[config.mk]
export PLATFORM = sky130hd
export DESIGN_NAME = seq_restoring_divider
export DESIGN_NICKNAME = d
export VERILOG_FILES = /design/src/rtl/seq_restoring_divider_pkg.sv /design/src/rtl/seq_restoring_divider_nbit_subtractor.sv /design/src/rtl/seq_restoring_divider.sv
export SDC_FILE = /design/constraint.sdc
export NUM_CORES = 1
export LEC_CHECK = 0
export CAP_MARGIN = 15
export CORE_AREA = 2 2 71 73
export DETAILED_ROUTE_END_ITERATION = 16
export DIE_AREA = 0 0 73 75
export GPL_ROUTABILITY_DRIVEN = 0
export GPL_TIMING_DRIVEN = 0
export MAX_ROUTING_LAYER = met4
export PLACE_DENSITY = 0.8
export SLEW_MARGIN = 15
export SYNTH_ARGS = -nofsm -noshare
export SYNTH_HDL_FRONTEND = slang
export SYNTH_SLANG_ARGS = --single-unit
[constraint.sdc]
create_clock -name clk -period 6.75 [get_ports clk]
set_input_delay 1.6875 -clock clk [delete_from_list [all_inputs] [get_ports clk]]
set_output_delay 1.6875 -clock clk [all_outputs]
set_load 0.02 [all_outputs]
[src/rtl/seq_restoring_divider_pkg.sv]
// Shared definitions for the sequential restoring divider.
//   - DIV_DEFAULT_W : default operand width
//   - div_state_e   : controller state encoding (IDLE / RUN / FIN)
package seq_restoring_divider_pkg;

    localparam int DIV_DEFAULT_W = 8;

    typedef enum logic [1:0] {
        ST_IDLE = 2'd0,
        ST_RUN  = 2'd1,
        ST_FIN  = 2'd2
    } div_state_e;

endpackage

[src/rtl/seq_restoring_divider_nbit_subtractor.sv]
// Combinational W-bit ripple-borrow subtractor: d_o = a_i - b_i.
// Ports:
//   a_i      : minuend
//   b_i      : subtrahend
//   d_o      : difference (modulo 2^W)
//   borrow_o : 1 when a_i < b_i (unsigned)
module nbit_subtractor #(
    parameter int W = 9
) (
    input  logic [W-1:0] a_i,
    input  logic [W-1:0] b_i,
    output logic [W-1:0] d_o,
    output logic         borrow_o
);

    logic [W:0] brw_s;

    // Borrow ripples from bit 0 upward, one full-subtractor cell per bit.
    always_comb begin
        brw_s    = '0;
        d_o      = '0;
        for (int i = 0; i < W; i++) begin
            d_o[i]     = a_i[i] ^ b_i[i] ^ brw_s[i];
            brw_s[i+1] = (~a_i[i] & b_i[i]) | (~(a_i[i] ^ b_i[i]) & brw_s[i]);
        end
        borrow_o = brw_s[W];
    end

endmodule

[src/rtl/seq_restoring_divider.sv]
// Sequential unsigned restoring divider, one quotient bit per clock.
// Ports:
//   clk, rst_n   : clock (rising edge), asynchronous active-low reset
//   start        : request strobe, accepted only while busy is low
//   dividend     : unsigned dividend, captured on an accepted start
//   divisor      : unsigned divisor, captured on an accepted start
//   quotient     : result quotient, held from done until the next accepted start
//   remainder    : result remainder, same validity as quotient
//   busy         : high while an operation is in flight
//   done         : one-cycle pulse when new results are presented
//   div_by_zero  : high with results when the captured divisor was zero
module seq_restoring_divider
    import seq_restoring_divider_pkg::*;
#(
    parameter int N = DIV_DEFAULT_W
) (
    input  logic         clk,
    input  logic         rst_n,
    input  logic         start,
    input  logic [N-1:0] dividend,
    input  logic [N-1:0] divisor,
    output logic [N-1:0] quotient,
    output logic [N-1:0] remainder,
    output logic         busy,
    output logic         done,
    output logic         div_by_zero
);

    localparam int CW = $clog2(N);

    div_state_e    state_q,     state_d;
    logic [CW-1:0] cnt_q,       cnt_d;
    logic [N-1:0]  r_q,         r_d;        // partial remainder
    logic [N-1:0]  q_q,         q_d;        // dividend shifting out / quotient shifting in
    logic [N-1:0]  dvs_q,       dvs_d;      // captured divisor
    logic          zero_q,      zero_d;     // captured divisor was zero
    logic [N-1:0]  quotient_q,  quotient_d;
    logic [N-1:0]  remainder_q, remainder_d;
    logic          busy_q,      busy_d;
    logic          done_q,      done_d;
    logic          dbz_q,       dbz_d;

    logic [N:0]    trial_s;
    logic [N:0]    diff_s;
    logic          borrow_s;
    logic [N-1:0]  r_next_s;
    logic [N-1:0]  q_next_s;
    logic          diff_msb_unused_s;

    // Trial operand: remainder shifted left with the next dividend bit.
    assign trial_s = {r_q, q_q[N-1]};

    nbit_subtractor #(
        .W (N + 1)
    ) u_sub (
        .a_i      (trial_s),
        .b_i      ({1'b0, dvs_q}),
        .d_o      (diff_s),
        .borrow_o (borrow_s)
    );

    // R < divisor is invariant, so a non-borrowing difference always fits in N bits.
    assign diff_msb_unused_s = diff_s[N];

    // One restoring step: keep the difference if it fits, otherwise restore.
    always_comb begin
        if (borrow_s) begin
            r_next_s = trial_s[N-1:0];
        end else begin
            r_next_s = diff_s[N-1:0];
        end
        q_next_s = {q_q[N-2:0], ~borrow_s};
    end

    // Controller next-state and datapath load decisions.
    always_comb begin
        state_d     = state_q;
        cnt_d       = cnt_q;
        r_d         = r_q;
        q_d         = q_q;
        dvs_d       = dvs_q;
        zero_d      = zero_q;
        quotient_d  = quotient_q;
        remainder_d = remainder_q;
        busy_d      = busy_q;
        done_d      = 1'b0;
        dbz_d       = dbz_q;

        case (state_q)
            ST_IDLE, ST_FIN: begin
                if (start) begin
                    dvs_d   = divisor;
                    q_d     = dividend;
                    r_d     = '0;
                    cnt_d   = CW'(N - 1);
                    zero_d  = (divisor == '0);
                    dbz_d   = 1'b0;
                    busy_d  = 1'b1;
                    state_d = ST_RUN;
                end else begin
                    busy_d  = 1'b0;
                    state_d = ST_IDLE;
                end
            end
            ST_RUN: begin
                if (zero_q) begin
                    // Zero divisor: skip iteration; q_q still holds the dividend.
                    quotient_d  = '1;
                    remainder_d = q_q;
                    dbz_d       = 1'b1;
                    done_d      = 1'b1;
                    busy_d      = 1'b0;
                    state_d     = ST_FIN;
                end else begin
                    r_d = r_next_s;
                    q_d = q_next_s;
                    if (cnt_q == '0) begin
                        quotient_d  = q_next_s;
                        remainder_d = r_next_s;
                        done_d      = 1'b1;
                        busy_d      = 1'b0;
                        state_d     = ST_FIN;
                    end else begin
                        cnt_d   = cnt_q - CW'(1);
                        state_d = ST_RUN;
                    end
                end
            end
            default: begin
                busy_d  = 1'b0;
                state_d = ST_IDLE;
            end
        endcase
    end

    // State and result registers.
    always_ff @(posedge clk or negedge rst_n) begin
        if (!rst_n) begin
            state_q     <= ST_IDLE;
            cnt_q       <= '0;
            r_q         <= '0;
            q_q         <= '0;
            dvs_q       <= '0;
            zero_q      <= 1'b0;
            quotient_q  <= '0;
            remainder_q <= '0;
            busy_q      <= 1'b0;
            done_q      <= 1'b0;
            dbz_q       <= 1'b0;
        end else begin
            state_q     <= state_d;
            cnt_q       <= cnt_d;
            r_q         <= r_d;
            q_q         <= q_d;
            dvs_q       <= dvs_d;
            zero_q      <= zero_d;
            quotient_q  <= quotient_d;
            remainder_q <= remainder_d;
            busy_q      <= busy_d;
            done_q      <= done_d;
            dbz_q       <= dbz_d;
        end
    end

    assign quotient    = quotient_q;
    assign remainder   = remainder_q;
    assign busy        = busy_q;
    assign done        = done_q;
    assign div_by_zero = dbz_q;

endmodule

==> results.md <==
* Status: complete, no violations
* CTS Buffer Depth at 2
* CTS Buf Count at 5
* Antenna Cells at 0
* Max FO, Critical Path at 10
* Max-Slew Margin vs Limit at roughly three fifths
* Fmax at between 200 and 250 MHz
* Clock sinks at 48
* Max-slew violations at 0
* Yosys warns at 0
* Placed cell areas at 2990 µm²
* Post-synthesis cell area at approximately 2500 µm²
* Vias in the first global route at between 1500 and 2000
* Multi-input combinational cell area at roughly 1200 µm²
* Number of cell rows at 25
* Total GRT Usage at a little under a quarter
* Clk Latency, worst-skew pair at between 300 and 400 ps
* Worst setup path class: reg -> reg
* RSZ-0062 raised after global routing: no
* Post-synth EDFFs at 0
* H-tree Lvls at 2
* Cell Pwr Density at about 560 nW/µm²
* Filler Cell Count at 371
* Antenna Violating Nets Remaining at 0
* DIE AREA at ~5500 µm²
* Total gr overflow at 0
* Post-synthesis sequential area ratio at between 40% and 50%
* Wire length of the first global-routing pass at between 9000 and 10000 µm
* WHS Endpoint: remainder[3]$_DFFE_PN0P_
* Worst-path clk slew at roughly 90 ps
* Top_reg_cell synth: dfrtp_1
* Layout Skew at between 3 and 4 ps
* Flop-to-flop setup slack at ~2500 ps
* CTS resizes at 0
* FF+latch area at 1201 µm²
* Initial cell density of the core at between 50% and 60%
* Worst endpoint required time at approximately 7000 ps
* Hold path depth at 1
* Async set-reset flop share out of synthesis at between 90% and 100%
* Via/cell ratio at 5.862
* Layout cell share with drive strength beyond 1 at approximately 10%
* Io pins at 38
* DPL Wire Length at about 4300 µm
* Cells after Synth at approximately 250
* Final worst-path cycle share at 62.84%
* Seq cells post-synth at 48
* Die width at 73 µm
* Via count at 2034
* Post-CTS setup buffer count at 0
* Setup_tns at 0 ps
* Cts hold-fix bufs at 0
* Nets at ~320
* FF-to-FF path depth at 16
* Initial antenna violation count at 0
* Startpoint type of the worst setup path: flop
* WL final at roughly 5800 µm
* Syn Nets at between 200 and 300
* Synth cell types at 43
* Reg-to-reg endpoint: remainder[5]$_DFFE_PN0P_
* Area share of the largest cell type after synthesis at approximately 47%
* Largest net degree at the start of global routing at 26
* Worst slew pin tran at between 500 and 600 ps
* Drc violations at 0
* Syn avg cell area at slightly above 10 µm²
* Synth area leaders: dfrtp_1, mux2i_1, fa_1, nand2_1, o21ai_0
* Max_cap viols at 0
* Worst vdd ir at 345.4 µV
* Final min period at ~4200 ps
* Root Driver: clkbuf_8
* Die height at 75 µm
* WL/cell at approximately 17 µm
* R2R Path Start: q_q[7]$_DFFE_PN0P_
* Core area at approximately 4700 µm²
* Biggest area consumer among synthesized cells: dfrtp_1
* Fin. Hold Viols at 0
* Worst setup EP type: flop
* Post-layout instance area at 3105 µm²
* Worst min path class: reg -> reg
* CTS tree: yes
* Pre-Repair DR Iteration Count at 4
* I/O Buffers at 37
* Worst Path Arrival at between 4000 and 5000 ps
* HP Start: remainder[3]$_DFFE_PN0P_
* Endpoints failing setup at 0
* Initial DRC Count at 120
* Static Leakage at about 1.4 nW
* Area growth syn-to-layout at 22.75%
[per-layer routing]
layer	vias to the layer above	global-route usage, %	routed length, µm
met5	-	-	0
met4	0	8.436	78
met3	10	4.685	303
met2	72	37.54	2861
met1	994	30.60	2530
li1	958	-	-
[critical path: stages (launching register included)]
cell and delay (ps):
dfrtp_1 410, inv_1 90, ha_1 150, inv_1 50, fa_1 390, fa_1 390, fa_1 380, fa_1 400
fa_1 370, inv_1 80, fa_1 180, fa_1 310, nor2b_1 160, buf_2 200, buf_6 190, mux2i_1 250
a32o_1 190
[worst max-delay path by stage]
| stage | start | end | slack, ps | cells past startpoint |
|---|---|---|---|---|
| after floorplan | q_q[7]$_DFFE_PN0P_ | remainder[6]$_DFFE_PN0P_ | 2920 | 16 |
| after global placement | q_q[7]$_DFFE_PN0P_ | remainder[5]$_DFFE_PN0P_ | 2610 | 16 |
| after detailed placement | q_q[7]$_DFFE_PN0P_ | remainder[5]$_DFFE_PN0P_ | 2560 | 16 |
| after CTS | q_q[7]$_DFFE_PN0P_ | remainder[5]$_DFFE_PN0P_ | 2530 | 16 |
| after global routing | q_q[7]$_DFFE_PN0P_ | remainder[5]$_DFFE_PN0P_ | 2390 | 16 |
| final | q_q[7]$_DFFE_PN0P_ | remainder[5]$_DFFE_PN0P_ | 2510 | 16 |
[per-stage QoR]
step                setup WS (ps)  total power, mW  hold slack (ps)  cells  util (%)
CTS                          2531            1.753            510.2    347     66.63
global placement             2611            1.500            462.8    338     63.68
finish                       2508            1.750            502.2    347     66.63
detailed placement           2555            1.533            488.4    339     64.16
floorplan                    2916            1.241            449.7    247         -
global route                 2388            1.884            530.3    347     66.63
[power by group]
part / switching [mW] / internal (mW)
registers: 0.105 / 0.425
logic: 0.528 / 0.476
clock network: 0.105 / 0.112
[placed cells by master, fill, tap and decap left out, drive strengths merged, types with 6 or more instances in the layout]
master and n:
o21a 6, inv 17, a32o 7, nor2 11
fa 7, clkdlybuf4s50 36, nor3 9, clkbuf 8
nand2 28, dfrtp 48, o21ai 21, mux2i 18
buf 14, nand3 13, a21oi 11
[cell usage after synthesis, drive strengths merged (2+ instances only)]
cell / count
nand2b: 4
mux2i: 18
nor4: 4
a32o: 7
nand3b: 3
o21ai: 21
nor3: 9
fa: 7
clkbuf: 3
inv: 16
o211ai: 2
dfrtp: 48
nor3b: 2
nor2: 11
o21a: 6
ha: 3
a211oi: 2
mux2: 3
a21oi: 11
nor2b: 4
nand2: 28
nand3: 13
buf: 12
[cell families (layout without fill, tap and decap cells)]
| family | count (synthesis) | in the layout | synth area share (%) |
|---|---|---|---|
| simple gates | 80 | 80 | 15.92 |
| compound gates | 56 | 56 | 14.69 |
| flops | 48 | 48 | 47.48 |
| buf+inv | 32 | 78 | 6.280 |
| mux | 21 | 21 | 8.605 |
| fa+ha+maj | 10 | 10 | 7.023 |
[area by class of cell]
type / instances / share of cell area (%)
inverter: 17 / 2.055
buffer: 15 / 3.062
multi-input combinational: 167 / 37.67
tap: 54 / 2.176
sequential: 48 / 38.68
clock buffer: 5 / 2.216
clock inverter: 3 / 1.491
timing repair buffer: 38 / 12.65
[sequential cells by signal (all words and copies together) (netlist names), 3 cells and up]
| signal | flops |
|---|---|
| r_q | 8 |
| dvs_q | 8 |
| q_q | 8 |
| cnt_q | 3 |
| remainder | 8 |
| quotient | 8 |
Power figures use the tool's default switching activity.
==> RTL change 1: new RTL, same settings <==
Change the package constant `DIV_DEFAULT_W` from 8 to 4.
--- a/src/rtl/seq_restoring_divider_pkg.sv
+++ b/src/rtl/seq_restoring_divider_pkg.sv
@@ -4,5 +4,5 @@
 package seq_restoring_divider_pkg;
 
-    localparam int DIV_DEFAULT_W = 8;
+    localparam int DIV_DEFAULT_W = 4;
 
     typedef enum logic [1:0] {
Ports: changed (resized dividend, divisor, quotient and remainder); port bits go from 38 to 22. The function was not compared with the original's and may differ.
==> RTL change 1 against the unedited design <==
- design area fell by 47%
- critical endpoint is now div_by_zero
- largest power group unchanged
- highest routed layer unchanged
- routed wire length down 52%
- combinational power decreased by 54%
- critical path depth fell by 15
- area after synthesis fell by 47%
- total power is 51% lower
- sequential cell count down 20
- critical path type is now reg2out
- setup slack better by 1.3 ns
- sequential share of layout area rose by 3.8 points
==> RTL change 1: results (changes against the unedited design) <==
post_cts resized 0 (unchanged); DR iter-0 viols 110 (was 120); Synth area leaders dfrtp_1 (53%), fa_1 (4.5%), nand2_1 (4.5%) (was dfrtp_1 (47%), mux2i_1 (7.1%), fa_1 (5.5%)); vias in the first global route 998 (was 1969); Slowest Stage Delay on Critical Path 0.61 ns (was 0.41 ns); Final Skew 0.00496 ns (was 0.00396 ns); critical path's top delay family buffers and inverters (was adder cells); share of cells above drive strength 1 8.23% (was 10.2%); Layout area overhead 23.5% (was 22.7%); peak supply drop 153 µV (was 345 µV); Mapped Nets 150 (was 276); Routed met2 length 1190 µm (was 2860 µm); leakage power 0.715 nW (was 1.38 nW); max layer used met4 (unchanged); sequential cells 28 (was 48); #MultiIn Comb 88 (was 167); Seq group 0.302 mW (was 0.531 mW); Yosys warnings 0 (unchanged); wire length of the first global-routing pass 4750 µm (was 9420 µm); list of most frequent post-synthesis cells dfrtp_1 (28), nand2_1 (16), inv_1 (10) (was dfrtp_1 (48), nand2_1 (27), mux2i_1 (18)); number of non-clock inverters in the layout 10 (was 17); Seq/Total Area, Yosys 52.5% (was 47.5%); fin cells 212 (was 347); met1 usage 15.1% (was 30.6%); DR vias/cell 4.92 (was 5.86); Unique masters post-synth 30 (was 43); CP arrival 1.24 ns (was 4.49 ns); met2 usage 16.9% (was 37.5%); nets@finish 176 (was 321); worst-path fanout max 3 (was 10); CTS buffer count 3 (was 5); met3 GRT Util 3.75% (was 4.69%); Comb pwr share 54.0% (was 57.3%); Worst Reg-to-Reg Cells 9 (was 16); buffering overhead 15.3% (was 15.7%); M1 WL 1360 µm (was 2530 µm); Routed WL 2780 µm (was 5770 µm); Switching Share 41.2% (was 42.1%); Non-clk bufs 29 (was 53); syn_area_per_cell 9.95 µm² (was 10.2 µm²); Clock buf/inv share 2.51% (was 3.71%); cell area after placement 0.00161 mm² (was 0.00299 mm²); Seq pwr share 35.5% (was 30.3%); Clock Latency Late Sink 0.27 ns (was 0.31 ns); pre-CTS setup slack 3.77 ns (was 2.56 ns); drt pass-1 iters 5 (was 4); met3 wire length 179 µm (was 303 µm); DP Wirelength 2050 µm (was 4270 µm); largest net degree at the start of global routing 29 (was 26); status complete, no violations (unchanged); all-layer global routing usage 11.8% (was 23.7%); H-Tree Depth 1 (was 2)
==> RTL change 1: cell count changes after synthesis, moves of 5 or more <==
| cell | change |
|---|---|
| mux2i_1 | -18 |
| a31oi_1 | +5 |
| o21a_1 | -6 |
| dfrtp_1 | -20 |
| nand3_1 | -7 |
| o21ai_0 | -8 |
| a32o_1 | -7 |
| buf_2 | -6 |
| inv_1 | -5 |
| nand2_1 | -11 |
==> RTL change 1: worst paths after layout <==
path | start | to | slack, ns
worst max-delay path | div_by_zero | div_by_zero | 3.82
worst min-delay path | cnt_q[0] | cnt_q[0] | 0.48
worst max register to register | q_q[3] | remainder[0] | 4.03
worst min register to register | cnt_q[0] | cnt_q[0] | 0.48
max in group asynchronous | rst_n | zero_q | 4.92
min in group asynchronous | rst_n | quotient[0] | 1.42
==> RTL change 1: logic make-up after synthesis <==
family / after synthesis / share of synthesized area [%]
compound gates: 32 / 14.5
fa+ha+maj: 5 / 6.38
buf+inv: 18 / 6.29
flops: 28 / 52.5
mux: 3 / 2.53
simple gates: 48 / 17.7
==> RTL change 2: new RTL, same settings <==
Made on the original files. Register the output `quotient` once more, with the module's reset; this adds one clock of latency there. The other outputs are not delayed to match.
--- a/src/rtl/seq_restoring_divider.sv
+++ b/src/rtl/seq_restoring_divider.sv
@@ -163,5 +163,11 @@
     end
 
-    assign quotient    = quotient_q;
+    always_ff @(posedge clk or negedge rst_n) begin
+        if (!rst_n) begin
+            quotient <= '0;
+        end else begin
+            quotient <= quotient_q;
+        end
+    end
     assign remainder   = remainder_q;
     assign busy        = busy_q;
Formal check against the unedited RTL: not equivalent (Yosys sat finds a counterexample within 4 cycles, from zero or initial values and one cycle with rst_n low).
==> RTL change 2 against the unedited design <==
- routed wire length down 1.1%
- maximum frequency up 1.1%
- sequential cell count up 8
- clock power down 15%
- worst hold slack worse by 0.12 ns
- total power up 0.19%
- design area up 4.0%
- setup slack better by 0.048 ns
- area after synthesis up 7.0%
- critical path type unchanged
- critical endpoint is now q_q[0]
==> RTL change 2: results (changes against the unedited design) <==
status complete, no violations (unchanged); async set-reset flop share out of synthesis 100% (unchanged); Max-slew headroom 53.4% (was 60.6%); Yosys warnings 0 (unchanged); H-Tree Depth 2 (unchanged); setup TNS 0 ns (unchanged); post-CTS setup repair buffer count 0 (unchanged); root buf cell clkbuf_8 (unchanged); vias in the first global route 1982 (was 1969); DP Wirelength 4180 µm (was 4270 µm); initial antenna violation count 0 (unchanged); all-layer global routing usage 23.7% (about the same); leakage power 1.48 nW (was 1.38 nW); largest net degree at the start of global routing 57 (was 26); hold path start quotient_q[4] (was remainder[3]); Synth Area in XOR/XNOR 0% (unchanged); Routed WL 5710 µm (was 5770 µm); drt pass-1 iters 4 (unchanged); post_cts resized 0 (unchanged); Ant. Diodes 0 (unchanged); IO Port Bufs 37 (unchanged); nets@finish 330 (was 321); share of synthesized area spent on multiplexers 7.58% (was 8.61%); Critical Path Start q_q[7] (unchanged); share of cells above drive strength 1 7.95% (was 10.2%); Seq/Total Area, Yosys 51.8% (was 47.5%); worst-path fanout max 10 (unchanged); Synth Area in Compound Gates 13.0% (was 14.7%); DR iter-0 viols 154 (was 120); Clock Latency Late Sink 0.31 ns (about the same); peak supply drop 256 µV (was 345 µV); Unique masters post-synth 39 (was 43); Max stage delay cell, worst path dfrtp_1 (unchanged); Clock Path Buffers 2 (unchanged); Mapped Nets 286 (was 276); Slowest Stage Delay on Critical Path 0.42 ns; Synth area leaders dfrtp_1 (52%), mux2i_1 (7.0%), nand2_1 (5.7%) (was dfrtp_1 (47%), mux2i_1 (7.1%), fa_1 (5.5%)); Worst Hold Class reg2reg (unchanged); wire length of the first global-routing pass 9450 µm (was 9420 µm); Synth Area in Adders 6.56% (was 7.02%); Final Skew 0.00662 ns (was 0.00396 ns); DR vias/cell 5.72 (was 5.86); Post-DRT Antenna Nets 0 (unchanged); CTS buffer count 5 (unchanged); list of most frequent post-synthesis cells dfrtp_1 (56), nand2_1 (41), inv_1 (19), mux2i_1 (19) (was dfrtp_1 (48), nand2_1 (27), mux2i_1 (18)); Switching Share 41.7% (was 42.1%)
==> RTL change 2: cell families after synthesis <==
| logic type | Yosys count |
|---|---|
| adder cells (fa/ha/maj) | 10 |
| AO/OA/AOI/OAI | 52 |
| AND/OR/NAND/NOR | 84 |
| buffers and inverters | 35 |
| multiplexers | 20 |
| flip-flops | 56 |
==> RTL change 2: path summary, 6_finish.rpt <==
kind                       slack, ns       endpoint  cells past startpoint
setup / recovery                2.56         q_q[0]                     16
hold / removal                  0.39    quotient[4]                      0
setup reg to reg                2.56         q_q[0]                     16
hold reg to reg                 0.39    quotient[4]                      0
max in group asynchronous       4.87   remainder[5]                      1
min in group asynchronous       1.43  quotient_q[4]                      1
==> RTL change 2: per-layer routing <==
metal | vias up | part of all wire, % | track usage, %
met5 | - | 0 | -
met4 | 0 | 1.2 | 7.82
met3 | 8 | 5.5 | 4.69
met2 | 64 | 51 | 40.4
met1 | 989 | 43 | 28.3
li1 | 975 | - | -
==> RTL change 2: layout make-up <==
cell class	count	area, µm²
Inverter	19	71.3
Tap cell	54	67.6
Fill cell	363	1430
Clock buffer	5	68.8
Multi-Input combinational cell	166	1130
Clock inverter	3	18.8
Sequential cell	56	1400
Buffer	16	98.8
Timing Repair Buffer	37	368
==> RTL change 2: metrics by stage <==
stage	hold slack, ns	total power [mW]	setup slack, ns	cell area [µm²]	cells
finish	0.386	1.75	2.56	3230	356
global route	0.407	1.90	2.37	3230	356
CTS	0.390	1.76	2.56	3230	356
detailed placement	0.367	1.58	2.56	3140	348
global placement	0.360	1.54	2.31	3140	348
floorplan	0.353	1.29	2.92	2710	257
==> RTL change 2: worst max-delay path: cells and delay by family, from the launching register on <==
kind | cells | cell delay, ns
adder cells (fa/ha/maj) | 8 | 2.54
buffers and inverters | 5 | 0.63
flip-flops | 1 | 0.42
multiplexers | 2 | 0.36
AND/OR/NAND/NOR | 1 | 0.15
==> RTL change 2: power by group through the flow <==
| stage | Sequential, mW | Combinational, mW | Clock [mW] |
|---|---|---|---|
| floorplan | 0.641 | 0.650 | 0 |
| global placement | 0.602 | 0.941 | 0 |
| detailed placement | 0.610 | 0.967 | 0 |
| global route | 0.623 | 1.07 | 0.201 |
| CTS | 0.603 | 0.971 | 0.187 |
| finish | 0.603 | 0.966 | 0.184 |
